==> src/rtl/ifetch_unit_pkg.sv <==
// Shared definitions for the instruction fetch stage.
//   INSTR_NOP     : word shown on instr while nothing has been fetched (addi x0,x0,0)
//   fetch_state_e : fetch FSM state codes (2-bit)
//   fetch_entry_t : one queue entry, the PC and instruction word fetched from it
package ifetch_unit_pkg;

  localparam logic [31:0] INSTR_NOP = 32'h0000_0013;

  typedef enum logic [1:0] {
    S_IDLE = 2'd0,
    S_REQ  = 2'd1,
    S_WAIT = 2'd2
  } fetch_state_e;

  typedef struct packed {
    logic [31:0] pc;
    logic [31:0] instr;
  } fetch_entry_t;

endpackage

==> src/rtl/ifetch_queue.sv <==
// Instruction queue: DEPTH-entry synchronous FIFO of {pc, instr}.
//   clk, rst     : clock, asynchronous active-high reset
//   push_i       : write push_data_i at the tail
//   push_data_i  : entry to store
//   pop_i        : drop the head entry
//   flush_i      : empty the queue; wins over push and pop in the same cycle
//   head_o       : head entry, straight from registered storage
//   full_o       : DEPTH entries held
//   empty_o      : no entries held
module ifetch_queue
  import ifetch_unit_pkg::*;
#(
  parameter logic [31:0] RESET_PC = 32'h0000_0000,
  parameter int          DEPTH    = 2
) (
  input  logic         clk,
  input  logic         rst,
  input  logic         push_i,
  input  fetch_entry_t push_data_i,
  input  logic         pop_i,
  input  logic         flush_i,
  output fetch_entry_t head_o,
  output logic         full_o,
  output logic         empty_o
);

  localparam int PW = $clog2(DEPTH);
  localparam int CW = PW + 1;

  fetch_entry_t  mem_q [DEPTH];
  logic [PW-1:0] wr_ptr_q;
  logic [PW-1:0] rd_ptr_q;
  logic [CW-1:0] count_q;
  logic          do_push;
  logic          do_pop;

  assign full_o  = (count_q == CW'(DEPTH));
  assign empty_o = (count_q == '0);
  assign do_pop  = pop_i && !empty_o;
  assign do_push = push_i && (!full_o || do_pop);
  assign head_o  = mem_q[rd_ptr_q];

  always_ff @(posedge clk or posedge rst) begin
    if (rst) begin
      wr_ptr_q <= '0;
      rd_ptr_q <= '0;
      count_q  <= '0;
      // NOTE: storage is reset so the head reads NOP at RESET_PC before
      // anything has been fetched; downstream still gates on instr_valid.
      for (int i = 0; i < DEPTH; i++) begin
        mem_q[i] <= '{pc: RESET_PC, instr: INSTR_NOP};
      end
    end else if (flush_i) begin
      wr_ptr_q <= '0;
      rd_ptr_q <= '0;
      count_q  <= '0;
    end else begin
      if (do_push) begin
        mem_q[wr_ptr_q] <= push_data_i;
        wr_ptr_q        <= wr_ptr_q + PW'(1);
      end
      if (do_pop) begin
        rd_ptr_q <= rd_ptr_q + PW'(1);
      end
      count_q <= count_q + CW'(do_push) - CW'(do_pop);
    end
  end

endmodule

==> src/rtl/ifetch_unit.sv <==
// Instruction fetch stage feeding decode.
//   clk, rst        : clock, asynchronous active-high reset
//   imem_req/addr   : word fetch request toward instruction memory (addr[1:0] = 0)
//   imem_gnt        : request accepted this cycle
//   imem_rvalid/rdata: read response, one per accepted request
//   redirect_valid/pc: one-cycle redirect from branch/jump resolution
//   instr_valid/ready: handshake toward decode
//   instr, instr_pc : head instruction and its PC
//   fetch_misalign  : one-cycle pulse after a redirect whose target had addr[1:0] != 0
// At most one request is outstanding. Each request is tagged with a 1-bit epoch;
// a redirect toggles the epoch so the response to a request issued before it is dropped.
module ifetch_unit
  import ifetch_unit_pkg::*;
#(
  parameter logic [31:0] RESET_PC = 32'h0000_0000,
  parameter int          DEPTH    = 2
) (
  input  logic        clk,
  input  logic        rst,
  output logic        imem_req,
  output logic [31:0] imem_addr,
  input  logic        imem_gnt,
  input  logic        imem_rvalid,
  input  logic [31:0] imem_rdata,
  input  logic        redirect_valid,
  input  logic [31:0] redirect_pc,
  output logic        instr_valid,
  input  logic        instr_ready,
  output logic [31:0] instr,
  output logic [31:0] instr_pc,
  output logic        fetch_misalign
);

  fetch_state_e state_q, state_d;
  logic [31:0]  fetch_pc_q, fetch_pc_d;
  logic [31:0]  pend_pc_q, pend_pc_d;
  logic         epoch_q, epoch_d;
  logic         pend_epoch_q, pend_epoch_d;
  logic         misalign_q;

  logic         q_push;
  logic         q_full;
  logic         q_empty;
  fetch_entry_t q_head;

  always_comb begin
    // NOTE: every signal gets a default before the case so no path leaves it
    // unassigned, which would otherwise infer a latch.
    state_d      = state_q;
    fetch_pc_d   = fetch_pc_q;
    pend_pc_d    = pend_pc_q;
    epoch_d      = epoch_q;
    pend_epoch_d = pend_epoch_q;
    q_push       = 1'b0;
    imem_req     = (state_q == S_REQ) && !q_full;

    unique case (state_q)
      S_IDLE: state_d = S_REQ;
      S_REQ: begin
        // A grant in the redirect cycle still counts as issued; it carries the
        // old epoch, so its response is discarded later.
        if (imem_req && imem_gnt) begin
          pend_epoch_d = epoch_q;
          pend_pc_d    = fetch_pc_q;
          fetch_pc_d   = fetch_pc_q + 32'd4;
          state_d      = S_WAIT;
        end
      end
      S_WAIT: begin
        if (imem_rvalid) begin
          q_push  = (pend_epoch_q == epoch_q) && !redirect_valid;
          state_d = S_REQ;
        end
      end
      default: state_d = S_IDLE;
    endcase

    if (redirect_valid) begin
      epoch_d    = ~epoch_q;
      fetch_pc_d = {redirect_pc[31:2], 2'b00};
    end
  end

  always_ff @(posedge clk or posedge rst) begin
    if (rst) begin
      state_q      <= S_IDLE;
      fetch_pc_q   <= RESET_PC;
      pend_pc_q    <= RESET_PC;
      epoch_q      <= 1'b0;
      pend_epoch_q <= 1'b0;
      misalign_q   <= 1'b0;
    end else begin
      // NOTE: non-blocking assignments so every register samples the values
      // from before this edge, independent of statement order.
      state_q      <= state_d;
      fetch_pc_q   <= fetch_pc_d;
      pend_pc_q    <= pend_pc_d;
      epoch_q      <= epoch_d;
      pend_epoch_q <= pend_epoch_d;
      misalign_q   <= redirect_valid && (redirect_pc[1:0] != 2'b00);
    end
  end

  ifetch_queue #(
    .RESET_PC (RESET_PC),
    .DEPTH    (DEPTH)
  ) u_queue (
    .clk         (clk),
    .rst         (rst),
    .push_i      (q_push),
    .push_data_i ('{pc: pend_pc_q, instr: imem_rdata}),
    .pop_i       (instr_valid && instr_ready),
    .flush_i     (redirect_valid),
    .head_o      (q_head),
    .full_o      (q_full),
    .empty_o     (q_empty)
  );

  assign imem_addr      = fetch_pc_q;
  assign instr_valid    = !q_empty;
  assign instr          = q_head.instr;
  assign instr_pc       = q_head.pc;
  assign fetch_misalign = misalign_q;

endmodule

==> config.mk <==
export PLATFORM = sky130hd
export DESIGN_NAME = ifetch_unit
export DESIGN_NICKNAME = d
export VERILOG_FILES = /design/src/rtl/ifetch_unit_pkg.sv /design/src/rtl/ifetch_queue.sv /design/src/rtl/ifetch_unit.sv
export SDC_FILE = /design/constraint.sdc
export NUM_CORES = 1
export LEC_CHECK = 0
export CAP_MARGIN = 10
export CORE_ASPECT_RATIO = 0.8
export CORE_MARGIN = 1.5
export CORE_UTILIZATION = 40
export CTS_CLUSTER_SIZE = 24
export DETAILED_ROUTE_END_ITERATION = 6
export SYNTH_ARGS = -nofsm -noshare
export SYNTH_HDL_FRONTEND = slang
export SYNTH_SLANG_ARGS = --single-unit
export TNS_END_PERCENT = 100
==> constraint.sdc <==
create_clock -name clk -period 7.04 [get_ports clk]
set_input_delay 0.704 -clock clk [delete_from_list [all_inputs] [get_ports clk]]
set_output_delay 0.704 -clock clk [all_outputs]
set_load 0.05 [all_outputs]
# Yosys cells after proc, flatten, opt, wreduce, memory -nomap -nowiden
# Cells that the tools add are included.
# Widths: inputs -> output; s select.
dict set report totals {
  word_cells 73
  register_bits 201
  out_inout_bits 99
  inputBits 70
}
dict set report classes {
  muxes 19
  n_eq_ne 6
  n_addsub 5
  n_bitwise 4
  order_cmp 3
  n_reduce_logical 23
}
# cell count
set ops {}
lappend ops {{$mux 64} 4}
lappend ops {{$bwmux 128} 1}
lappend ops {{$mux 32} 3}
lappend ops {{$demux 64 s1} 1}
lappend ops {{$add 32x3->32 const B} 1}
lappend ops {{$reduce_bool 2->1} 5}
lappend ops {{$logic_and 1x1->1} 8}
lappend ops {{$reduce_and 2->1} 4}
lappend ops {{$mux 1} 6}
lappend ops {{$mux 2} 3}
lappend ops {{$pmux 2 s3} 1}
lappend ops {{$eq 2x2->1 const B} 2}
lappend ops {{$ge 2x2->1 const B} 2}
lappend ops {{$logic_not 2->1} 2}
lappend ops {{$not 1->2} 2}
lappend ops {{$logic_not 1->1} 3}
lappend ops {{$add 1x1->1 const B} 2}
lappend ops {{$add 2x1->2} 1}
lappend ops {{$eq 2x1->1 const B} 1}
lappend ops {{$lt 2x1->1 const B} 1}
lappend ops {{$ne 2x1->1 const B} 1}
lappend ops {{$ne 2x2->1 const B} 1}
lappend ops {{$not 1->1} 2}
lappend ops {{$sub 2x1->2} 1}
lappend ops {{other kinds (2)} 2}

# Logic depth before layout (Yosys ltp)
dict set report depth {
  word_depth 9
  mapped_depth 7
  depth_no_buf 7
}

# Modules after synthesis
# From an unflattened synthesis, not the netlist that was laid out.
dict set report unflattened {
  cells_unflattened 655
  area_unflattened_um2 9203.8
}
# mod cells_each area_per_inst_um2 seq_area_each_um2 instances
set by_module_without_submodules {}
lappend by_module_without_submodules {ifetch_queue 366 5990.7 3310.7 1}
lappend by_module_without_submodules {ifetch_unit 289 3213.1 1626.6 1}

# Worst setup path before layout
# No wires, ideal clock.
dict set report synth_timing {
  kind {reg2reg}
  start {register fetch_pc_q[2] (netlist: imem_addr[2])}
  end {register fetch_pc_q[14] (netlist: imem_addr[14])}
  setup_ns 0.137
  setup_slack_ns 4.709
  synth_period_minus_slack_ns 2.331
  stages_incl_launch_ff 8
  path_buffers 2
  required_time_ns 6.903
  t_arrival_ns 2.194
  path_cell_list {dfrtp_1 ha_1 nand4_1 or4_1 buf_2 clkbuf_1 o311ai_0 nand3_1}
}
dict set report synth_via {
  elab_chain_len 4
}
# item line_no
set synth_rtl {}
lappend synth_rtl {{start, declared} ifetch_unit.sv:35} ;# logic [31:0] fetch_pc_q, fetch_pc_d;
lappend synth_rtl {{start signal, assigned} ifetch_unit.sv:96} ;# fetch_pc_q <= fetch_pc_d;
lappend synth_rtl {{$add 32x3->32} ifetch_unit.sv:65} ;# fetch_pc_d = fetch_pc_q + 32'd4;
lappend synth_rtl {{$mux 32} ifetch_unit.sv:62} ;# if (imem_req && imem_gnt) begin
lappend synth_rtl {{$mux 32} ifetch_unit.sv:57} ;# unique case (state_q)
lappend synth_rtl {{$mux 32} ifetch_unit.sv:78} ;# if (redirect_valid) begin
# Every way passes these cells. The select of a mux whose other input is x is not followed.
# A chain may end at the register's enable or synchronous reset.

# Final worst setup path
dict set report layout_timing {
  start {register u_queue.rd_ptr_q}
  end {output port instr_pc[18]}
}
dict set report layout_via {
  elab_chain_len 4
}
# item line_no
set layout_rtl {}
lappend layout_rtl {{start, declared} ifetch_queue.sv:32} ;# logic [PW-1:0] rd_ptr_q;
lappend layout_rtl {{start signal, assigned} ifetch_queue.sv:63} ;# rd_ptr_q <= rd_ptr_q + PW'(1);
lappend layout_rtl {{$not 1->2 (implied by the code)} ifetch_queue.sv:41} ;# assign head_o = mem_q[rd_ptr_q];
lappend layout_rtl {{$mux 64 (implied by the code) (3 in a row)} ifetch_queue.sv:41}
lappend layout_rtl {{end, declared} ifetch_unit.sv:30} ;# output logic [31:0] instr_pc,
# Every way passes these cells. The select of a mux whose other input is x is not followed.

==> out/results.ini <==
[power_and_ir_drop]
pwr-share-seq_pct = 34.6
power.density_nw_per_um2 = 409.8
vdd_drop_max_uv = 284.0
p_int_mw = 2.846
p_leak_nw = 5.120
power.switching_mw = 1.813
p_clk_share_pct = 24.3
comb_power_share_pct = 41.1
p_sw_share_pct = 38.92

[setup_path]
critPathKind = reg -> out
rrSetupSlack_ns = 4.56
r2r_cells = 5
crit_required_ns = 6.34
crit_path_end_kind = primary output
arrival_ns = 2.91
critPathMaxFanout = 44
worst_setup_path_start_kind = flip-flop

[floorplanning]
io_pins = 169
core-area_sq_um = 21560
fp.dieW_um = 168.8
chipHeight_um = 135.6
start_util_pct = 40.80
dieArea_sq_um = 22890
num_rows = 48

[cells_and_area]
syn2layout_area_growth_pct = 29.23
antenna_cells = 0
final_nets = 950
layout-drive-gt1-share_pct = 27.08
final_cell_mix = 186 x mux2_2, 186 x dfrtp_1, 164 x clkdlybuf4s50_1, 100 x nand2_1
fin_cells = 1165

[clocking]
cts_sinks = 193
cts_buffers = 17
postCtsHoldBufs = 0
cts-root-buf = clkbuf_16
cts_tree = built
clk_path_buf_depth = 2
clock_latency_ns = 0.43
post_cts_buffers = 0
path_clk_slew_ns = 0.07
htreeDepth = 4
cts_resized = 0

[synth]
ys_seq_area_share_pct = 54.99
synth_seq_cells = 193
netlist_instances = 729
async_flop_share_pct = 100.0
synth-edff-count = 0
syn_avg_cell_area_sq_um = 12.07
yosysWarnings = 0
ys_types = 45
ys.flop_type = dfrtp_1
synth_area_sq_um = 8796

[route]
drtIter0Drc = 478
first_pass_iters = 5
vias_per_cell = 5.349
routed_wl_mm = 21.44
drt-wirelength-per-cell_um = 18.40
drc = 0
ant_nets = 0
vias = 6232

[sta]
fin_setup_tns_ns = 0
setup_viol = 0
hold_viol_final = 0
relSlewSlack_pct = 38.96
worst_pin_slew_ns = 0.9073
clock_skew_ns = 0.01172
post-route-min-period_ns = 3.613
fin_crit_sh_pct = 51.32
drv_slew = 0
rsz0062_at_grt = false
fmax_mhz = 276.8

[placement]
gp_congestion = 0.8438
place_hpwl_mm = 14.05
portBuffers = 164
dpl.cell_count = 1133

[hold_path]
hold_path.class = reg -> reg
holdPathStages = 2

[job]
cap_violations = 0

[global_route]
grt_max_degree = 126
grt_pass1_wl_mm = 33.98
track_usage_pct = 19.15
grt-ovfl-total = 0
grt_pass1_vias = 6298
antenna_found_initial = 0

[run_status]
outcome = finished, final reports clean

## routing by layer
layer  track usage, %  vias to the layer above  share of wire (%)
met3            4.996                       15                6.8
li1                 -                     2886                  -
met4            4.067                        0               0.71
met2            28.65                      200                 43
met1            27.91                     3131                 49
met5                0                        -                  0
## synth_stat cells (all sizes together), types with 6 or more instances
cell type | count | area, sq um
dfrtp | 187 | 4679
mux2 | 186 | 2095
nand2 | 101 | 379.1
clkbuf | 24 | 90.09
nand3 | 23 | 115.1
nor2 | 23 | 86.33
buf | 21 | 111.4
nand4 | 20 | 140.1
o21ai | 17 | 85.08
o31ai | 14 | 105.1
or4 | 13 | 97.59
a31oi | 10 | 62.56
inv | 9 | 33.78
nor2b | 8 | 50.05
a22oi | 6 | 45.04
dfstp | 6 | 157.7
xnor2 | 6 | 52.55
## cell type report
class | instances | area, sq um
flip-flops and latches | 193 | 4838
multi-input cells | 484 | 3742
inverters | 10 | 45.04
clock inverters | 11 | 222.7
repair buffers | 171 | 1694
well taps | 275 | 344.1
fillers | 1805 | 10190
clock buffers | 21 | 480.5
## kinds of logic (layout without fill, tap and decap cells)
| kind of cell | count (synthesis) | count (layout) | share of synthesized area (%) |
|---|---|---|---|
| buffers and inverters | 55 | 213 | 2.717 |
| other | 1 | 4 | 0.04263 |
| xor gates and xnor gates | 11 | 11 | 1.095 |
| adders and majority gates | 3 | 3 | 0.4268 |
| AOI/OAI and AO/OA | 58 | 58 | 4.339 |
| DFF | 193 | 193 | 54.99 |
| and+or+nand+nor | 221 | 221 | 12.46 |
| muxes | 187 | 187 | 23.93 |
## sequential cells by signal, indices dropped and copies added (netlist names)
| register | count |
|---|---|
| u_queue.rd_ptr_q | 1 |
| epoch_q | 1 |
| state_q | 2 |
| u_queue.wr_ptr_q | 1 |
| pend_epoch_q | 1 |
| fetch_misalign | 1 |
| imem_addr | 30 |
| pend_pc_q | 30 |
| u_queue.mem_q | 124 |
| u_queue.count_q | 2 |
## per-stage QoR
stage               power (mW)  setup WS (ns)  instance area (sq um)  hold WS, ns  utilization [%]
floorplan                2.919          1.090                   8807       0.4583                -
global placement         3.514          3.719                  10660       0.4744            49.46
detailed placement       3.557          3.663                  10660       0.4858            49.46
CTS                      4.707          3.363                  11370       0.5028            52.72
global route             4.875          3.294                  11370       0.5110            52.72
finish                   4.659          3.427                  11370       0.4999            52.72
## critical path: stages, from the launching register on
cell	delay (ns)
dfrtp_2	0.69
buf_4	0.61
mux2_2	0.41
clkdlybuf4s50_1	0.74
## final timing paths
check / startpoint / to
hold reg to reg: pend_pc_q[9] / pend_pc_q[9]
setup / recovery: u_queue.rd_ptr_q / instr_pc[18]
setup reg to reg: imem_addr[2] / imem_addr[20]
hold / removal: pend_pc_q[9] / pend_pc_q[9]
max in group asynchronous: rst / pend_pc_q[11]
min in group asynchronous: rst / u_queue.mem_q[86]
## power groups by stage
stage	logic (mW)	clock network (mW)	registers, mW
after CTS	1.94	1.16	1.61
final	1.92	1.13	1.61
after detailed placement	1.93	0	1.63
after global placement	1.91	0	1.61
after floorplan	1.30	0	1.62
after global routing	2.02	1.20	1.65
(Power assumes the default switching activity.)
